--- src/rtl/cache_evict_fill_if.sv ---
// Bus-side beat channel between cache_evict_fill (master) and the bus adapter (slave).
// BusReq is the beat's valid; BusAck is its ready. A beat completes on the clock edge where both are
// high. While BusReq is high and BusAck low, the master holds BusWrite/BusAdr/BusWData stable.
// BusRData is only meaningful on read beats, in the cycle BusAck is high.
interface cache_evict_fill_if #(
  parameter int PA_BITS = 32,
  parameter int AHBW    = 64
);
  logic               BusReq;
  logic               BusWrite;
  logic [PA_BITS-1:0] BusAdr;
  logic [AHBW-1:0]    BusWData;
  logic               BusAck;
  logic [AHBW-1:0]    BusRData;

  modport master (output BusReq, BusWrite, BusAdr, BusWData, input BusAck, BusRData);
  modport slave  (input BusReq, BusWrite, BusAdr, BusWData, output BusAck, BusRData);
endinterface

--- src/rtl/cache_evict_fill.sv ---
// Miss handler: writes back a dirty victim line, fetches the missed line beat by beat and installs it.
// Optional CACHE_CRITICAL_WORD_FIRST_EN starts the fetch at the missed beat and wraps around the line.
module cache_evict_fill #(
  parameter int NUMWAYS   = 4,
  parameter int SETLEN    = 7,
  parameter int OFFSETLEN = 5,
  parameter int LINELEN   = 256,
  parameter int AHBW      = 64,
  parameter int PA_BITS   = 32,
  localparam int TAGLEN   = PA_BITS - SETLEN - OFFSETLEN,
  localparam int BEATS    = LINELEN / AHBW,
  localparam int BOFF     = $clog2(AHBW / 8),
  localparam int BW       = (BEATS > 1) ? $clog2(BEATS) : 1
) (
  input  logic               clk,
  input  logic               reset,
  input  logic               MissReq,
  input  logic [PA_BITS-1:0] MissAdr,
  input  logic [NUMWAYS-1:0] VictimWay,
  input  logic               VictimDirty,
  input  logic [TAGLEN-1:0]  VictimTag,
  input  logic [LINELEN-1:0] LineRead,
  cache_evict_fill_if.master bus,
  output logic [LINELEN-1:0] FillData,
  output logic [NUMWAYS-1:0] FillWay,
  output logic               ClearValid,
  output logic               SetValid,
  output logic               LRUWriteEn,
  output logic               MissDone,
  output logic               Busy,
  output logic [1:0]         DebugState
);

  typedef enum logic [1:0] {IDLE, WB, FETCH, FILL} state_t;

  state_t                      state, stateNext;
  logic   [BW-1:0]             beatCnt, cntNext;
  logic                        accept;
  logic                        lastBeat;
  logic   [PA_BITS-OFFSETLEN-1:0] lineAdrQ;
  logic   [NUMWAYS-1:0]        wayQ;
  logic   [TAGLEN-1:0]         tagQ;
  logic   [LINELEN-1:0]        wbBuf;
  logic   [LINELEN-1:0]        fillBuf;
  logic   [BW-1:0]             startBeat;
  logic   [BW-1:0]             beatIdx;
  logic   [PA_BITS-1:0]        wbBase, fetchBase, beatOff;
  logic                        unusedOffsetBits;

  // Offset bits below the beat index never reach the bus; the line base is always beat-aligned.
  assign unusedOffsetBits = ^MissAdr[OFFSETLEN-1:0];

`ifdef CACHE_CRITICAL_WORD_FIRST_EN
  logic [BW-1:0] critQ;
  always_ff @(posedge clk or posedge reset) begin
    if (reset)       critQ <= '0;
    else if (accept) critQ <= MissAdr[OFFSETLEN-1:BOFF];
  end
  assign startBeat = critQ;
`else
  assign startBeat = '0;
`endif

  always_ff @(posedge clk or posedge reset) begin
    if (reset) begin
      state   <= IDLE;
      beatCnt <= '0;
    end else begin
      state   <= stateNext;
      beatCnt <= cntNext;
    end
  end

  always_comb begin
    stateNext = state;
    cntNext   = beatCnt;
    accept    = 1'b0;
    lastBeat  = (beatCnt == BW'(BEATS - 1));
    case (state)
      IDLE: begin
        if (MissReq) begin
          accept    = 1'b1;
          stateNext = VictimDirty ? WB : FETCH;
          cntNext   = '0;
        end
      end
      WB: begin
        if (bus.BusAck) begin
          cntNext = beatCnt + BW'(1);
          if (lastBeat) stateNext = FETCH;
        end
      end
      FETCH: begin
        if (bus.BusAck) begin
          cntNext = beatCnt + BW'(1);
          if (lastBeat) stateNext = FILL;
        end
      end
      FILL:    stateNext = IDLE;
      default: stateNext = IDLE;
    endcase
  end

  // beatCnt counts acks; the fetch position is offset from it so wraparound falls out of BW-bit math.
  assign beatIdx   = (state == FETCH) ? beatCnt + startBeat : beatCnt;
  assign wbBase    = {tagQ, lineAdrQ[SETLEN-1:0], {OFFSETLEN{1'b0}}};
  assign fetchBase = {lineAdrQ, {OFFSETLEN{1'b0}}};
  assign beatOff   = PA_BITS'(beatIdx) << BOFF;

  always_ff @(posedge clk or posedge reset) begin
    if (reset) begin
      lineAdrQ <= '0;
      wayQ     <= '0;
      tagQ     <= '0;
      wbBuf    <= '0;
      fillBuf  <= '0;
    end else begin
      if (accept) begin
        lineAdrQ <= MissAdr[PA_BITS-1:OFFSETLEN];
        wayQ     <= VictimWay;
        tagQ     <= VictimTag;
        wbBuf    <= LineRead;
      end
      if (state == FETCH && bus.BusAck) fillBuf[beatIdx*AHBW +: AHBW] <= bus.BusRData;
    end
  end

  assign bus.BusReq   = (state == WB) || (state == FETCH);
  assign bus.BusWrite = (state == WB);
  assign bus.BusAdr   = (state == WB)    ? wbBase + beatOff :
                        (state == FETCH) ? fetchBase + beatOff : '0;
  assign bus.BusWData = (state == WB) ? wbBuf[beatIdx*AHBW +: AHBW] : '0;

  assign ClearValid = (state == IDLE) && MissReq;
  assign FillWay    = ClearValid ? VictimWay : wayQ;
  assign FillData   = fillBuf;
  assign SetValid   = (state == FILL);
  assign LRUWriteEn = (state == FILL);
  assign MissDone   = (state == FILL);
  assign Busy       = (state != IDLE);
  assign DebugState = state;

  a_victim_onehot: assert property (@(posedge clk) disable iff (reset)
    ((state == IDLE) && MissReq) |-> $onehot(VictimWay));

endmodule

--- src/flat_wrapper.sv ---
// flat-port wrapper written by rule: the top's interface ports become plain ports
module cache_evict_fill_flat 
#(
  parameter int NUMWAYS   = 4,
  parameter int SETLEN    = 7,
  parameter int OFFSETLEN = 5,
  parameter int LINELEN   = 256,
  parameter int AHBW      = 64,
  parameter int PA_BITS   = 32,
  localparam int TAGLEN   = PA_BITS - SETLEN - OFFSETLEN,
  localparam int BEATS    = LINELEN / AHBW,
  localparam int BOFF     = $clog2(AHBW / 8),
  localparam int BW       = (BEATS > 1) ? $clog2(BEATS) : 1
)
  (clk, reset, MissReq, MissAdr, VictimWay, VictimDirty, VictimTag, LineRead, FillData, FillWay, ClearValid, SetValid, LRUWriteEn, MissDone, Busy, DebugState, bus_BusReq, bus_BusWrite, bus_BusAdr, bus_BusWData, bus_BusAck, bus_BusRData);
  cache_evict_fill_if #(.PA_BITS(PA_BITS), .AHBW(AHBW)) bus_i ();
  input  logic clk;
  input  logic reset;
  input  logic MissReq;
  input  logic [PA_BITS-1:0] MissAdr;
  input  logic [NUMWAYS-1:0] VictimWay;
  input  logic VictimDirty;
  input  logic [TAGLEN-1:0] VictimTag;
  input  logic [LINELEN-1:0] LineRead;
  output logic [LINELEN-1:0] FillData;
  output logic [NUMWAYS-1:0] FillWay;
  output logic ClearValid;
  output logic SetValid;
  output logic LRUWriteEn;
  output logic MissDone;
  output logic Busy;
  output logic [1:0] DebugState;
  output wire logic [$bits(bus_i.BusReq)-1:0] bus_BusReq;
  output wire logic [$bits(bus_i.BusWrite)-1:0] bus_BusWrite;
  output wire logic [$bits(bus_i.BusAdr)-1:0] bus_BusAdr;
  output wire logic [$bits(bus_i.BusWData)-1:0] bus_BusWData;
  input wire logic [$bits(bus_i.BusAck)-1:0] bus_BusAck;
  input wire logic [$bits(bus_i.BusRData)-1:0] bus_BusRData;
  assign bus_BusReq = bus_i.BusReq;
  assign bus_BusWrite = bus_i.BusWrite;
  assign bus_BusAdr = bus_i.BusAdr;
  assign bus_BusWData = bus_i.BusWData;
  assign bus_i.BusAck = bus_BusAck;
  assign bus_i.BusRData = bus_BusRData;
  cache_evict_fill #(.NUMWAYS(NUMWAYS), .SETLEN(SETLEN), .OFFSETLEN(OFFSETLEN), .LINELEN(LINELEN), .AHBW(AHBW), .PA_BITS(PA_BITS)) u_core (.clk(clk), .reset(reset), .MissReq(MissReq), .MissAdr(MissAdr), .VictimWay(VictimWay), .VictimDirty(VictimDirty), .VictimTag(VictimTag), .LineRead(LineRead), .bus(bus_i), .FillData(FillData), .FillWay(FillWay), .ClearValid(ClearValid), .SetValid(SetValid), .LRUWriteEn(LRUWriteEn), .MissDone(MissDone), .Busy(Busy), .DebugState(DebugState));
endmodule
--- config.mk ---
export PLATFORM = sky130hd
export DESIGN_NAME = cache_evict_fill_flat
export DESIGN_NICKNAME = d
export VERILOG_FILES = /design/src/rtl/cache_evict_fill_if.sv /design/src/rtl/cache_evict_fill.sv /design/src/flat_wrapper.sv
export SDC_FILE = /design/constraint.sdc
export NUM_CORES = 1
export LEC_CHECK = 0
export ABC_AREA = 1
export CAP_MARGIN = 40
export CORE_AREA = 2 2 293 295
export DETAILED_ROUTE_END_ITERATION = 8
export DIE_AREA = 0 0 295 297
export DONT_BUFFER_PORTS = 1
export PLACE_DENSITY = 0.51
export SYNTH_ARGS = -nofsm -noshare
export SYNTH_HDL_FRONTEND = slang
export SYNTH_SLANG_ARGS = --single-unit
--- constraint.sdc ---
create_clock -name clk -period 22.4 [get_ports clk]
set_input_delay 3.36 -clock clk [delete_from_list [all_inputs] [get_ports clk]]
set_output_delay 3.36 -clock clk [all_outputs]
set_load 0.005 [all_outputs]
==> results.ini, run 1 <==
[synth]
synth_top_family_by_area = simple AND/OR/NAND/NOR gates
synth_simple_gate_area_frac = 0.230
syn_avg_cell_area_um2 = 8.02
synth_area_um2 = 24900
synthMuxAreaShare = 0
yosysTopAreaCell = dfrtp_1
synthTopCellsByArea = dfrtp_1, nand2_1, o21ai_0
synthAdderAreaFrac = 0.00652
seq_area_frac_synth = 0.569
synthCells = 3110
ys_ff_latch = 567
synth-xor-area-share = 0
synth.distinct_cells = 23
yosysTopAreaCellShare = 0.569
ys_warn_count = 0
synth_compound_area_frac = 0.121

[pwr]
power-per-cell-area_nw_per_um2 = 137
switching_share = 0.391
p_seq_frac = 0.409
p_leak_uw = 0.0138
comb_power_share = 0.300
intPower_uw = 2340
power.switching_uw = 1500
p_clk_frac = 0.291
peakVddDrop_mv = 0.0938

[worst_setup_path]
path_buf_inv = 2
endpoint_kind = output pin
critPathTopFamily = buffers and inverters
required_ps = 19040
crit_fanout = 156
start_kind = input port
crit_top_cell = nand2_1
cpPeakStageDelay_ps = 610
path_class = in -> out
crit_chain = nand2_8 > inv_8 > buf_4 > nand2_1 > nand2_1
arrival_ps = 5130
startpoint = MissReq
cpMaxStageDelayCell = inv_8
reg2reg_from = u_core.DebugState[0]
path_depth = 5
reg2regPathDepth = 9

[clock_tree]
cts_setup_buffers = 0
numClockSinks = 567
path_clk_slew_ps = 60
cts_tree = yes
post_cts_resized = 0
clk_path_buf_depth = 3
htreeDepth = 3
cts_buffers = 68
cts_root_buf = clkbuf_16
cts_hold_buffers = 0
worstSkewPairLatency_ps = 600

[min_path]
hold_path_depth = 2
hold_path.class = reg -> reg
hold_start = u_core.wbBuf[31]

[routing]
viasPerCell = 4.78
drc_errors = 0
num_vias = 20200
antenna_left = 0
wl_per_cell_um = 21.4
drtPass1Iterations = 7
wl_um = 90400
drt_first_iter_violations = 1611

[run]
cap_violations = 0

[timing]
finalMaxSlewViolations = 0
clock.fmax_ghz = 0.118
finalHoldViolCount = 0
fin_ws_ps = 13910
rsz0062_at_grt = false
relSlewSlack = 0.282
fin_tns_setup_ps = 0
post-route-period-util = 0.379
setup_violations = 0
final.min_clock_period_ps = 8490
skew_ps = 17.4
tightest_slew_ps = 1080

[grt]
busiest_layer = met2
grt_pass1_vias = 20000
grt_pass1_wl_um = 133000
use_met3 = 0.0684
grt_usage = 0.201
grt_overflow = 0
grt_max_degree = 176
met2_usage = 0.323
antenna_found_initial = 14
use_met1 = 0.245

[final_layout]
nFillCells = 9014
multi_input_area_um2 = 8970
seq_area_um2 = 14200
syn2layout_area_growth_pct = 13.0
layout_commonest_cell = nand2_1
final_layout_size_suffix_gt1_frac = 0.0520
final_nets = 3401
layout_common_cells = nand2_1, dfrtp_1, o21ai_0, nor2_1, inv_1

[die]
num_rows = 107
core-area_um2 = 84500
dieHeight_um = 297
start_util = 0.295
io-pin-count = 746
die_area_um2 = 87600
die_w_um = 295

[placed_design]
dp_slack_ps = 13910
dp_hpwl_um = 61100
gp_congestion = 0.837
portBuffers = 0

[outcome]
outcome = finished, final reports clean

-- cell families (layout without fill, tap and decap cells) --
group                    count (synthesis)  after routing
flip-flops                             567            567
other                                    1             15
buffers and inverters                  440            387
AO/OA/AOI/OAI                          600            600
AND/OR/NAND/NOR                       1489           1489
adder cells (fa/ha/maj)                 13             13
-- flip-flops by register name, indices dropped and copies added (netlist names) --
register,flops
u_core.beatCnt,2
u_core.wbBuf,256
u_core.FillData,256
u_core.DebugState,2
u_core.wayQ,4
u_core.tagQ,20
u_core.lineAdrQ,27
-- synthesized netlist by cell type --
cell type and count:
buf_2 78, nor2_2 2, conb_1 1, ha_1 13, buf_1 3, buf_4 6, nor3_4 1, nand3_1 101
o21ai_1 16, nand2_1 1130, o21a_1 1, dfrtp_1 567, clkbuf_1 119, buf_6 7, inv_1 221, nor2_1 251
o21ai_0 518, inv_2 6, a21oi_1 64, nand3_2 1, or2_2 1, o21bai_1 1, nand2_2 2
-- worst register-to-register path: cells and delay by family, from the launching register on --
kind,cells,cell delay (ps)
DFF,1,530
and+or+nand+nor,2,500
AOI/OAI and AO/OA,1,110
adders and majority gates,1,460
buffers and inverters,5,2430
-- stage by stage --
step	power [uW]	instances	utilization	hold WS [ps]	area [um2]
4_1_cts	3890	4203	0.333	480	28100
3_3_place_gp	2720	4073	0.305	462	25700
6_report	3840	4215	0.333	476	28200
2_1_floorplan	2390	3112	-	449	24900
5_1_grt	4140	4213	0.333	488	28200
3_5_place_dp	2750	4081	0.307	466	25900
-- metal layers --
metal	vias to the layer above	routed length, um
li1	9538	-
met1	9678	36000
met2	787	42300
met3	153	8970
met4	4	3090
met5	-	21
-- area by class of cell --
cell class              instances  area share
flip-flops and latches        567       0.504
inverters                     227      0.0308
diodes                         12     0.00107
well taps                    1144      0.0508
multi-input cells            2105       0.318
repair buffers                 38      0.0157
clock inverters                25      0.0112
clock buffers                  97      0.0679
-- power by group through the flow --
stage	registers, uW	clock network [uW]	logic (uW)
2_1_floorplan	1510	0	872
3_3_place_gp	1590	0	1140
3_5_place_dp	1590	0	1160
4_1_cts	1580	1150	1170
5_1_grt	1610	1190	1340
6_report	1570	1120	1150
-- path summary, 6_finish.rpt --
path                                        end  slack, ps
min reg2reg                    u_core.wbBuf[31]        480
max in group asynchronous  u_core.FillData[144]      17830
max                                  FillWay[0]      13910
max reg2reg                   u_core.wbBuf[247]      18250
min in group asynchronous   u_core.FillData[39]       2670
min                            u_core.wbBuf[31]        480
No activity file was read; power rests on OpenSTA's default activity.
==> run 2, diff against run 1 <==
Clock period 22.4 ns to 8.7 ns, I/O delays scaled along.
==> results.ini, run 2 (synthesis results as in run 1) <==
[clock_tree]
post_cts_resized = 0  ; unchanged
worstSkewPairLatency_ps = 610  ; about the same
cts_buffers = 70  ; +2.9%
cts_root_buf = clkbuf_16
path_clk_slew_ps = 60  ; about the same
cts_setup_buffers = 0  ; unchanged
numClockSinks = 567  ; unchanged
cts_tree = yes
htreeDepth = 3  ; unchanged
cts_hold_buffers = 0  ; unchanged
clk_path_buf_depth = 3  ; unchanged

[die]
die_w_um = 295  ; unchanged
die_area_um2 = 87600  ; unchanged
start_util = 0.295  ; unchanged
dieHeight_um = 297  ; unchanged
io-pin-count = 746  ; unchanged
core-area_um2 = 84500  ; unchanged
num_rows = 107  ; unchanged

[grt]
antenna_found_initial = 16  ; +2
grt_pass1_vias = 19300  ; -3.6%
grt_usage = 0.194  ; -0.00727
grt_overflow = 0  ; unchanged
grt_max_degree = 211  ; +20%
grt_pass1_wl_um = 129000  ; -3.1%

[routing]
drt_first_iter_violations = 1382  ; -14%
wl_um = 87600  ; -3.1%
drtPass1Iterations = 5  ; -2
num_vias = 19900  ; -1.4%
wl_per_cell_um = 20.8  ; -2.9%
drc_errors = 0  ; unchanged
viasPerCell = 4.73  ; -1.2%
antenna_left = 0  ; unchanged

[worst_setup_path]
crit_chain = buf_12 > nor2_1 > nor2_1 > nand2_1 > a21oi_1
arrival_ps = 2850  ; -2280 ps
reg2regPathDepth = 10  ; +1
endpoint_kind = output pin
path_class = reg -> out
required_ps = 7390  ; -11650 ps
start_kind = flop
crit_top_cell = nor2_1
cpPeakStageDelay_ps = 710  ; +100 ps
cpMaxStageDelayCell = dfrtp_4
crit_fanout = 182  ; +17%

[timing]
clock.fmax_ghz = 0.241
relSlewSlack = 0.300  ; +0.0180
finalMaxSlewViolations = 0  ; unchanged
rsz0062_at_grt = false
skew_ps = 22.0  ; +4.56 ps
setup_violations = 0  ; unchanged
post-route-period-util = 0.478
finalHoldViolCount = 0  ; unchanged
tightest_slew_ps = 1050  ; -27.0 ps
final.min_clock_period_ps = 4160
fin_tns_setup_ps = 0  ; unchanged

[placed_design]
portBuffers = 0  ; unchanged
gp_congestion = 0.837  ; about the same
dp_hpwl_um = 58900  ; -3.6%

[pwr]
total_power_uw = 10000  ; +160%
p_leak_uw = 0.0139  ; +0.41%
power-per-cell-area_nw_per_um2 = 355  ; +160%
peakVddDrop_mv = 0.186  ; +98%

[outcome]
outcome = finished, final reports clean

[run]
cap_violations = 0  ; unchanged

[final_layout]
nFillCells = 8897  ; -1.3%
final_nets = 3399  ; -0.059%
multi_input_area_um2 = 8980  ; about the same
final_layout_size_suffix_gt1_frac = 0.0511  ; -0.000880
layout_commonest_cell = nand2_1
layout_common_cells = nand2_1, dfrtp_1, o21ai_0, nor2_1, inv_1
seq_area_um2 = 14200  ; unchanged
syn2layout_area_growth_pct = 13.4

[min_path]
hold_path_depth = 2  ; unchanged
hold_path.class = reg -> reg

-- run 2: final cells by class --
cell class,instances,area share
clock buffer,104,0.0740
clock inverter,16,0.00942
antenna,11,0.000973
inverter,227,0.0305
timing repair buffer,34,0.0152
tap,1144,0.0506
multi-input combinational,2105,0.317
sequential,567,0.502
-- run 2: worst paths after layout --
kind / startpoint / end / slack (ps)
setup / recovery: u_core.beatCnt[0] / bus_BusWData[54] / 4540
hold / removal: u_core.wbBuf[157] / u_core.wbBuf[157] / 480
setup reg to reg: u_core.DebugState[1] / u_core.wbBuf[92] / 5270
hold reg to reg: u_core.wbBuf[157] / u_core.wbBuf[157] / 480
max in group asynchronous: reset / u_core.beatCnt[1] / 6320
min in group asynchronous: reset / u_core.FillData[43] / 630
-- run 2: through the flow --
step                       util  hold WS [ps]  setup slack, ps  cell area (um2)  instances
after detailed placement  0.307           465             5060            25900       4077
final                     0.335           476             4540            28300       4208
after global routing      0.335           488             4300            28300       4206
after global placement    0.305           462             4670            25700       4071
after floorplan               -           449             -327            24900       3112
after CTS                 0.335           481             4410            28300       4197
-- run 2: critical path, delay by kind of cell, from the launching register on --
kind | cells | cell delay, ps
simple gates | 3 | 380
buf+inv | 1 | 580
compound gates | 1 | 360
flops | 1 | 710
-- run 2: routing by layer --
layer,vias to the layer above,GRT usage,part of all wire
met5,-,0,0.00031
met4,4,0.0690,0.030
met3,130,0.0685,0.099
met2,752,0.312,0.47
met1,9475,0.238,0.40
li1,9522,-,-
-- run 2: where the power goes --
group | internal (uW) | leakage (uW) | switching [uW]
registers | 3530 | 0.00739 | 508
logic | 847 | 0.00532 | 2130
clock network | 1840 | 0.00116 | 1170
